$ cat config.mk
export PLATFORM = sky130hd
export DESIGN_NAME = fp16ftz_decoder
export DESIGN_NICKNAME = d
export VERILOG_FILES = /design/src/rtl/fp16ftz_decoder.sv
export SDC_FILE = /design/constraint.sdc
export NUM_CORES = 1
export LEC_CHECK = 0
export ABC_CLOCK_PERIOD_IN_PS = 2300
export BUFFER_PORTS_ARGS = -buffer_cell sky130_fd_sc_hd__buf_4
export CAP_MARGIN = 20
export CORE_MARGIN = 2
export CORE_UTILIZATION = 30
export DETAILED_ROUTE_END_ITERATION = 10
export GPL_TIMING_DRIVEN = 0
export RECOVER_POWER = 100
export REMOVE_ABC_BUFFERS = 1
export SYNTH_ARGS = -nofsm -noshare
export SYNTH_HDL_FRONTEND = slang
export SYNTH_SLANG_ARGS = --single-unit
$ cat constraint.sdc
create_clock -name i_clk -period 2.3 [get_ports i_clk]
set_input_delay 0.46 -clock i_clk [delete_from_list [all_inputs] [get_ports i_clk]]
set_output_delay 0.46 -clock i_clk [all_outputs]
set_load 0.03 [all_outputs]
$ cat src/rtl/fp16ftz_decoder.sv
// fp16ftz_decoder
//   Unpacks an IEEE-754 binary16 word into {sign, biased exponent,
//   significand with hidden bit, type} for the fp16 arithmetic units.
//   Subnormal inputs are flushed to signed zero and counted.
//   The block is streaming: valid/ready on both sides, one registered
//   decode stage (OUT) and one skid register (SKID). o_ready is a flop.
//
//   Optional feature macro: FP16_DECODER_SUBN_EN
//     defined   : subnormals pass through as SUBN (exp 1, mant {0,f}),
//                 o_ftz_count stays 0
//     undefined : flush-to-zero with counting
//
// Ports
//   i_clk, i_rst            clock, synchronous active-high reset
//   i_valid/o_ready/i_data  upstream handshake and packed word
//   o_valid/i_ready         downstream handshake
//   o_sign/o_exponent/o_mantissa/o_type   decoded fields
//   o_ftz_count, i_cnt_clear              saturating flush counter, clear
//
// state   | meaning
// S_EMPTY | no word held, o_valid=0
// S_ONE   | OUT holds a word
// S_TWO   | OUT and SKID hold words, o_ready=0

`ifndef FP16_WIDTH
`define FP16_WIDTH 16
`endif
`ifndef FP16_EXPONENT_WIDTH
`define FP16_EXPONENT_WIDTH 5
`endif
`ifndef FP16_MANTISSA_WIDTH
`define FP16_MANTISSA_WIDTH 11
`endif
`ifndef FP16_TYPE_WIDTH
`define FP16_TYPE_WIDTH 3
`endif
`ifndef FP16_ZERO
`define FP16_ZERO 3'd0
`endif
`ifndef FP16_SUBN
`define FP16_SUBN 3'd1
`endif
`ifndef FP16_NORM
`define FP16_NORM 3'd2
`endif
`ifndef FP16_INF
`define FP16_INF 3'd3
`endif
`ifndef FP16_NAN
`define FP16_NAN 3'd4
`endif

module fp16ftz_decoder #(
   parameter int CNT_WIDTH = 16
) (
   input  logic                            i_clk,
   input  logic                            i_rst,
   input  logic                            i_valid,
   output logic                            o_ready,
   input  logic [`FP16_WIDTH-1:0]          i_data,
   output logic                            o_valid,
   input  logic                            i_ready,
   output logic                            o_sign,
   output logic [`FP16_EXPONENT_WIDTH-1:0] o_exponent,
   output logic [`FP16_MANTISSA_WIDTH-1:0] o_mantissa,
   output logic [`FP16_TYPE_WIDTH-1:0]     o_type,
   output logic [CNT_WIDTH-1:0]            o_ftz_count,
   input  logic                            i_cnt_clear
);

   localparam int EW = `FP16_EXPONENT_WIDTH;
   localparam int MW = `FP16_MANTISSA_WIDTH;
   localparam int TW = `FP16_TYPE_WIDTH;
   localparam int DW = 1 + EW + MW + TW;

`ifdef FP16_DECODER_SUBN_EN
   localparam bit FTZ_EN = 1'b0;
`else
   localparam bit FTZ_EN = 1'b1;
`endif

   typedef enum logic [1:0] {
      S_EMPTY = 2'd0,
      S_ONE   = 2'd1,
      S_TWO   = 2'd2
   } state_t;

   state_t              state_q, state_d;
   logic                valid_q, valid_d;
   logic                ready_q, ready_d;
   logic [DW-1:0]       out_q, out_d;
   logic [DW-1:0]       skid_q, skid_d;
   logic [CNT_WIDTH-1:0] cnt_q, cnt_d;

   logic                in_sign;
   logic [4:0]          in_exp;
   logic [9:0]          in_frac;
   logic                is_subn;
   logic [EW-1:0]       dec_exp;
   logic [MW-1:0]       dec_mant;
   logic [TW-1:0]       dec_type;
   logic [DW-1:0]       dec_word;
   logic                in_xfer;
   logic                out_xfer;

   assign in_sign  = i_data[15];
   assign in_exp   = i_data[14:10];
   assign in_frac  = i_data[9:0];
   assign is_subn  = (in_exp == 5'd0) && (in_frac != 10'd0);
   assign in_xfer  = i_valid & ready_q;
   assign out_xfer = valid_q & i_ready;

   always_comb begin
      dec_exp  = '0;
      dec_mant = '0;
      dec_type = `FP16_ZERO;
      if (in_exp == 5'd31) begin
         dec_exp  = in_exp;
         dec_mant = {1'b0, in_frac};
         dec_type = (in_frac == 10'd0) ? `FP16_INF : `FP16_NAN;
      end else if (in_exp != 5'd0) begin
         dec_exp  = in_exp;
         dec_mant = {1'b1, in_frac};
         dec_type = `FP16_NORM;
      end else if (is_subn && !FTZ_EN) begin
         // Subnormal exponent is reported as 1 so exp/mant keep their value meaning
         dec_exp  = 5'd1;
         dec_mant = {1'b0, in_frac};
         dec_type = `FP16_SUBN;
      end
   end

   assign dec_word = {in_sign, dec_exp, dec_mant, dec_type};

   always_comb begin
      state_d = state_q;
      out_d   = out_q;
      skid_d  = skid_q;
      unique case (state_q)
         S_EMPTY: begin
            if (in_xfer) begin
               out_d   = dec_word;
               state_d = S_ONE;
            end
         end
         S_ONE: begin
            case ({in_xfer, out_xfer})
               2'b11: out_d = dec_word;
               2'b01: state_d = S_EMPTY;
               2'b10: begin
                  skid_d  = dec_word;
                  state_d = S_TWO;
               end
               default: ;
            endcase
         end
         S_TWO: begin
            // o_ready is low here, so only a drain can happen
            if (out_xfer) begin
               out_d   = skid_q;
               state_d = S_ONE;
            end
         end
         default: state_d = S_EMPTY;
      endcase
      valid_d = (state_d != S_EMPTY);
      ready_d = (state_d != S_TWO);
   end

   always_comb begin
      cnt_d = cnt_q;
      if (i_cnt_clear) begin
         cnt_d = '0;
      end else if (FTZ_EN && in_xfer && is_subn && (cnt_q != {CNT_WIDTH{1'b1}})) begin
         cnt_d = cnt_q + {{(CNT_WIDTH-1){1'b0}}, 1'b1};
      end
   end

   always_ff @(posedge i_clk) begin
      if (i_rst) begin
         state_q <= S_EMPTY;
         valid_q <= 1'b0;
         ready_q <= 1'b1;
         out_q   <= '0;
         skid_q  <= '0;
         cnt_q   <= '0;
      end else begin
         state_q <= state_d;
         valid_q <= valid_d;
         ready_q <= ready_d;
         out_q   <= out_d;
         skid_q  <= skid_d;
         cnt_q   <= cnt_d;
      end
   end

   assign o_valid     = valid_q;
   assign o_ready     = ready_q;
   assign o_sign      = out_q[DW-1];
   assign o_exponent  = out_q[DW-2 -: EW];
   assign o_mantissa  = out_q[TW +: MW];
   assign o_type      = out_q[TW-1:0];
   assign o_ftz_count = cnt_q;

endmodule

# ---- Word-level counts from Yosys, hierarchy flattened
# Cells that the tools add are included.
dict set report classes {
  eq_ne 11
  addsub 1
  n_mux 15
  bitwise 2
  reduce_logical 13
}
# op count
set ops {}
lappend ops {{$mux 20} 3}
lappend ops {{$pmux 20 s3} 1}
lappend ops {{$mux 11} 2}
lappend ops {{$add 16x1->16 const B} 1}
lappend ops {{$ne 16x16->1 const B} 1}
lappend ops {{$logic_not 10->1} 1}
lappend ops {{$mux 5} 2}
lappend ops {{$reduce_bool 10->1} 1}
lappend ops {{$eq 2x2->1 const B} 3}
lappend ops {{$mux 2} 3}
lappend ops {{$mux 3} 2}
lappend ops {{$ne 2x2->1 const B} 3}
lappend ops {{$pmux 2 s3} 1}
lappend ops {{$eq 5x5->1 const B} 1}
lappend ops {{$logic_not 5->1} 1}
lappend ops {{$reduce_bool 5->1} 1}
lappend ops {{$eq 2x1->1 const B} 2}
lappend ops {{$pmux 2 s2} 1}
lappend ops {{$reduce_and 4->1} 1}
lappend ops {{$logic_and 1x1->1} 3}
lappend ops {{$reduce_bool 3->1} 1}
lappend ops {{$and 1x1->1} 2}
lappend ops {{$logic_not 2->1} 1}
lappend ops {{$ne 2x1->1 const B} 1}
lappend ops {{other kinds (3)} 3}
dict set report word_totals {
  regBits 60
  inputBits 21
  elab_cells 48
  output_inout_bits 38
}

# ---- Logic depth before layout (Yosys ltp)
dict set report depth {
  depth_word 5
  mapped_depth 8
}

# ---- Least setup slack after synthesis
# No wires, ideal clock.
dict set report synth_timing {
  path_kind {register -> register}
  startpoint {register cnt_q[0], in the netlist o_ftz_count[0]}
  endpoint {register cnt_q[1], in the netlist o_ftz_count[1]}
  setup_slack_ns 0.117
  path_buffers 2
  stages_incl_launch_ff 9
  required_ns 2.172
  arrival_ns 2.055
  cell_sequence {dfxtp_1 > ha_1 > nand3_1 > or4bb_1 > nand3_4 > buf_8 > buf_12 > mux2i_1 > nor2_1}
}
dict set report synth_via {
  elab_chain_cells 2
  word_cells_on_any_way 3
}
# element line_no
set synth_lines {}
lappend synth_lines {{from (decl)} 93} ;# logic [CNT_WIDTH-1:0] cnt_q, cnt_d;
lappend synth_lines {{from (signal assigned)} 193} ;# cnt_q <= cnt_d;
lappend synth_lines {{parallel branches: the longest is 2 deep, another holds $add 16x1->16} --}
# Parallel ways; which one is timed is not known.
# A chain may end at the register's enable or synchronous reset.

# ---- Worst setup path after layout
# Ends and elaborated chain as after synthesis.

==> run summary <==
======================================================================================
Transition time of the tightest slew-check pin                                1.264 ns
Sequential area share after synthesis                                           0.4569
Largest net degree at the start of global routing                                   47
YS warnings                                                                          0
Setup slack of the worst register-to-register path                             0.20 ns
Chip Width                                                                    97.61 um
FILL cells                                                                         942
Worst reg2reg path endpoint                                               o_ftz_count[1]
Share of the cycle needed by the critical path after routing                    0.9115
IR Drop Worst-Case VDD                                                       0.3490 mV
Cell type contributing the most total cell area after synthesis           sky130_fd_sc_hd__dfxtp_1
Starting DRC count in detailed routing                                              89
Average wire per standard cell                                                14.15 um
CTS buffer count                                                                     9
CTS sink count                                                                      60
Total Wirelength                                                               6606 um
Gr ovfl total                                                                        0
Clock transition at the registers of the reported paths                        0.07 ns
Proportion of layout cells with a drive suffix above 1                          0.1170
Top-level I/O count                                                                 59
Number of setup buffers added after CTS                                              0
Y dimension of the die                                                        97.61 um
Number of buffers on the longest clock path                                          2
GR Util All Layers                                                              0.1422
Final Max Slew Viols                                                                 0
Number of distinct standard cells referenced by the synthesized netlist             42
Total power density per cell area                                         787.6 nW/um^2
Largest clock skew in the final design                                      0.01151 ns
Gate count of the mapped netlist                                                   306
Port-buffer cells                                                                   58
Synth area leaders                                                        sky130_fd_sc_hd__dfxtp_1, sky130_fd_sc_hd__nor2_1, sky130_fd_sc_hd__a21oi_1
Placer's final routability congestion estimate                                  0.7330
CTS Root Buffer Type                                                      sky130_fd_sc_hd__clkbuf_8
Proportion of power drawn by combinational gates                                 0.180
First-pass DRT Iterations                                                            4
Layout overhead on the synthesized area                                         19.75%
Peak Freq                                                                    477.0 MHz
Setup repair after global routing missed its margin                                 no
Antenna violations before repair                                                     0
Row Count                                                                           34
Die area                                                                    9528 sq um
Slack of the critical path                                                   0.2036 ns
Final critical-path required period                                           2.096 ns
Capturing element of the worst setup path                                 o_ftz_count[1]
Crit path max fanout                                                                24
Synthesized area per cell                                                  8.591 sq um
Core area                                                                   8593 sq um
Switching power share of the total                                              0.2992
Signal arrival time at the worst endpoint                                      2.31 ns
Number of hold-repair buffers added at the cts stage                                 0
Setup Crit Path Kind                                                           reg2reg
Max-Cap Viols                                                                        0
Antenna diodes                                                                       0
Worst setup path startpoint                                               o_ftz_count[0]
Sequential share of power                                                        0.467
Element type at the critical path end                                             flop
Layout net count                                                                   378
Leakage dissipation                                                           1.079 nW
Net load switching power                                                   0.0007418 W
Final count of negative-setup-slack endpoints                                        0
Result of the run                                                         complete, no violations
Fraction of power consumed by the clock network                                  0.353
Post-DP HPWL                                                                   4370 um
Final Cell Area                                                             3148 sq um
Final Hold Violating Endpoints                                                       0
Overall via count from detail_route                                               2456
Top-area cell type share of the netlist area                                    0.4569
Residual DRC                                                                         0
Most common library cell in the layout ignoring fill and taps             sky130_fd_sc_hd__dfxtp_1
Post-cts gate resize count                                                           1
Clock Latency Late Sink                                                        0.33 ns
Worst Reg2Reg Path Length in Cells                                                   6
H-tree lvl count                                                                     3
Initial core utilization                                                        0.3059
Vias per cell                                                                    5.259
Remaining max-slew budget at the tightest pin                                   0.1573
Req. time, crit path                                                           2.51 ns
Number of global-route vias before repair                                         2332
Number of nets still failing antenna checks after routing                            0
Seq cells post-synth                                                                60
Most frequent cells in the layout                                         sky130_fd_sc_hd__dfxtp_1, sky130_fd_sc_hd__nor2_1, sky130_fd_sc_hd__clkbuf_1
TritonCTS clock tree                                                               yes
Int Power                                                                   0.001738 W
Worst Hold Class                                                                in2reg
Element type at the critical path start                                           flop
Post-synth design cell area                                                 2629 sq um
First-pass GRT wire length                                                    11060 um
Launch point of the worst reg-to-reg path                                 o_ftz_count[0]
Worst-case setup slack after placement                                      -0.6723 ns
Placed inst area                                                            3110 sq um
======================================================================================
[per-stage QoR]
| step | utilization | hold WS, ns | cells | TNS, ns | total power [W] |
|---|---|---|---|---|---|
| after floorplan | - | 0.4266 | 285 | 0 | 0.001476 |
| after global placement | 0.3599 | 0.4391 | 451 | -14.37 | 0.001663 |
| after detailed placement | 0.3620 | 0.4476 | 452 | -8.846 | 0.001676 |
| after CTS | 0.3822 | 0.3675 | 466 | 0 | 0.002560 |
| after global routing | 0.3663 | 0.3896 | 467 | 0 | 0.002611 |
| final | 0.3663 | 0.3851 | 467 | 0 | 0.002479 |
[layer usage]
layer	vias up	wire length [um]	share of wire	global-route usage
li1	1222	-	-	-
met1	1153	3222	0.49	0.1887
met2	72	2907	0.44	0.2117
met3	9	401	0.061	0.05468
met4	0	75	0.011	0.04808
met5	-	0	0	0
[power groups by stage]
| stage | Clock [W] | Sequential, W | Combinational, W |
|---|---|---|---|
| floorplan | 0 | 0.00129 | 0.000190 |
| global placement | 0 | 0.00118 | 0.000484 |
| detailed placement | 0 | 0.00118 | 0.000493 |
| CTS | 0.000905 | 0.00116 | 0.000495 |
| global route | 0.000951 | 0.00117 | 0.000492 |
| finish | 0.000875 | 0.00116 | 0.000445 |
[cells in the mapped netlist, drive strengths merged]
| cell | n |
|---|---|
| nor2b | 2 |
| clkbuf | 18 |
| nor3b | 10 |
| o22a | 1 |
| a22o | 1 |
| o211ai | 1 |
| buf | 3 |
| nor4 | 1 |
| ha | 1 |
| nand2 | 24 |
| and2 | 1 |
| a221oi | 12 |
| o31ai | 3 |
| xor2 | 2 |
| and3 | 2 |
| a31oi | 1 |
| or4bb | 1 |
| and3b | 1 |
| or3 | 8 |
| o21ai | 8 |
| nand3 | 8 |
| nand4 | 5 |
| a311oi | 1 |
| or4 | 8 |
| mux2 | 1 |
| and4 | 3 |
| a22oi | 2 |
| nor2 | 44 |
| inv | 3 |
| dfxtp | 60 |
| mux2i | 8 |
| nor3 | 21 |
| a211o | 1 |
| a21oi | 31 |
| or2 | 1 |
| a211oi | 8 |
[kinds of logic (layout without fill, tap and decap cells)]
kind of cell,count (synthesis),in the layout,share of synthesized area
compound gates,70,70,0.1699
xor+xnor,2,2,0.006665
fa+ha+maj,1,1,0.004759
buf+inv,24,77,0.04474
flops,60,60,0.4569
mux,9,9,0.03475
simple gates,140,140,0.2823
[flip-flops by register name, indices dropped and copies added (netlist names)]
register     cells
state_q          2
out_q           20
o_ftz_count     16
o_ready          1
skid_q          20
o_valid          1
[worst min-delay path by stage]
stage	start	endpoint	slack, ns	depth (start not counted)
2_1_floorplan	skid_q[0]	skid_q[0]	0.43	2
3_3_place_gp	skid_q[0]	skid_q[0]	0.44	2
3_5_place_dp	skid_q[17]	skid_q[17]	0.45	2
4_1_cts	i_data[15]	skid_q[19]	0.37	3
5_1_grt	i_data[13]	skid_q[17]	0.39	3
6_report	i_data[15]	skid_q[19]	0.39	3
[cell type report]
cell class | count | area (sq um) | share of cell area
multi-input combinational | 222 | 1316 | 0.4181
sequential | 60 | 1201 | 0.3816
timing repair buffer | 60 | 312.8 | 0.09936
tap | 108 | 135.1 | 0.04293
clock buffer | 11 | 131.4 | 0.04173
clock inverter | 3 | 40.04 | 0.01272
inverter | 3 | 11.26 | 0.003577
[worst max-delay path, cell delays in order (launching register included)]
cell and delay [ns]:
sky130_fd_sc_hd__dfxtp_1 0.41, sky130_fd_sc_hd__ha_1 0.20, sky130_fd_sc_hd__nand3_1 0.19, sky130_fd_sc_hd__or4bb_1 0.62, sky130_fd_sc_hd__nand3_4 0.27, sky130_fd_sc_hd__mux2i_1 0.23, sky130_fd_sc_hd__nor2_1 0.05
No activity file was read; power rests on OpenSTA's default activity.
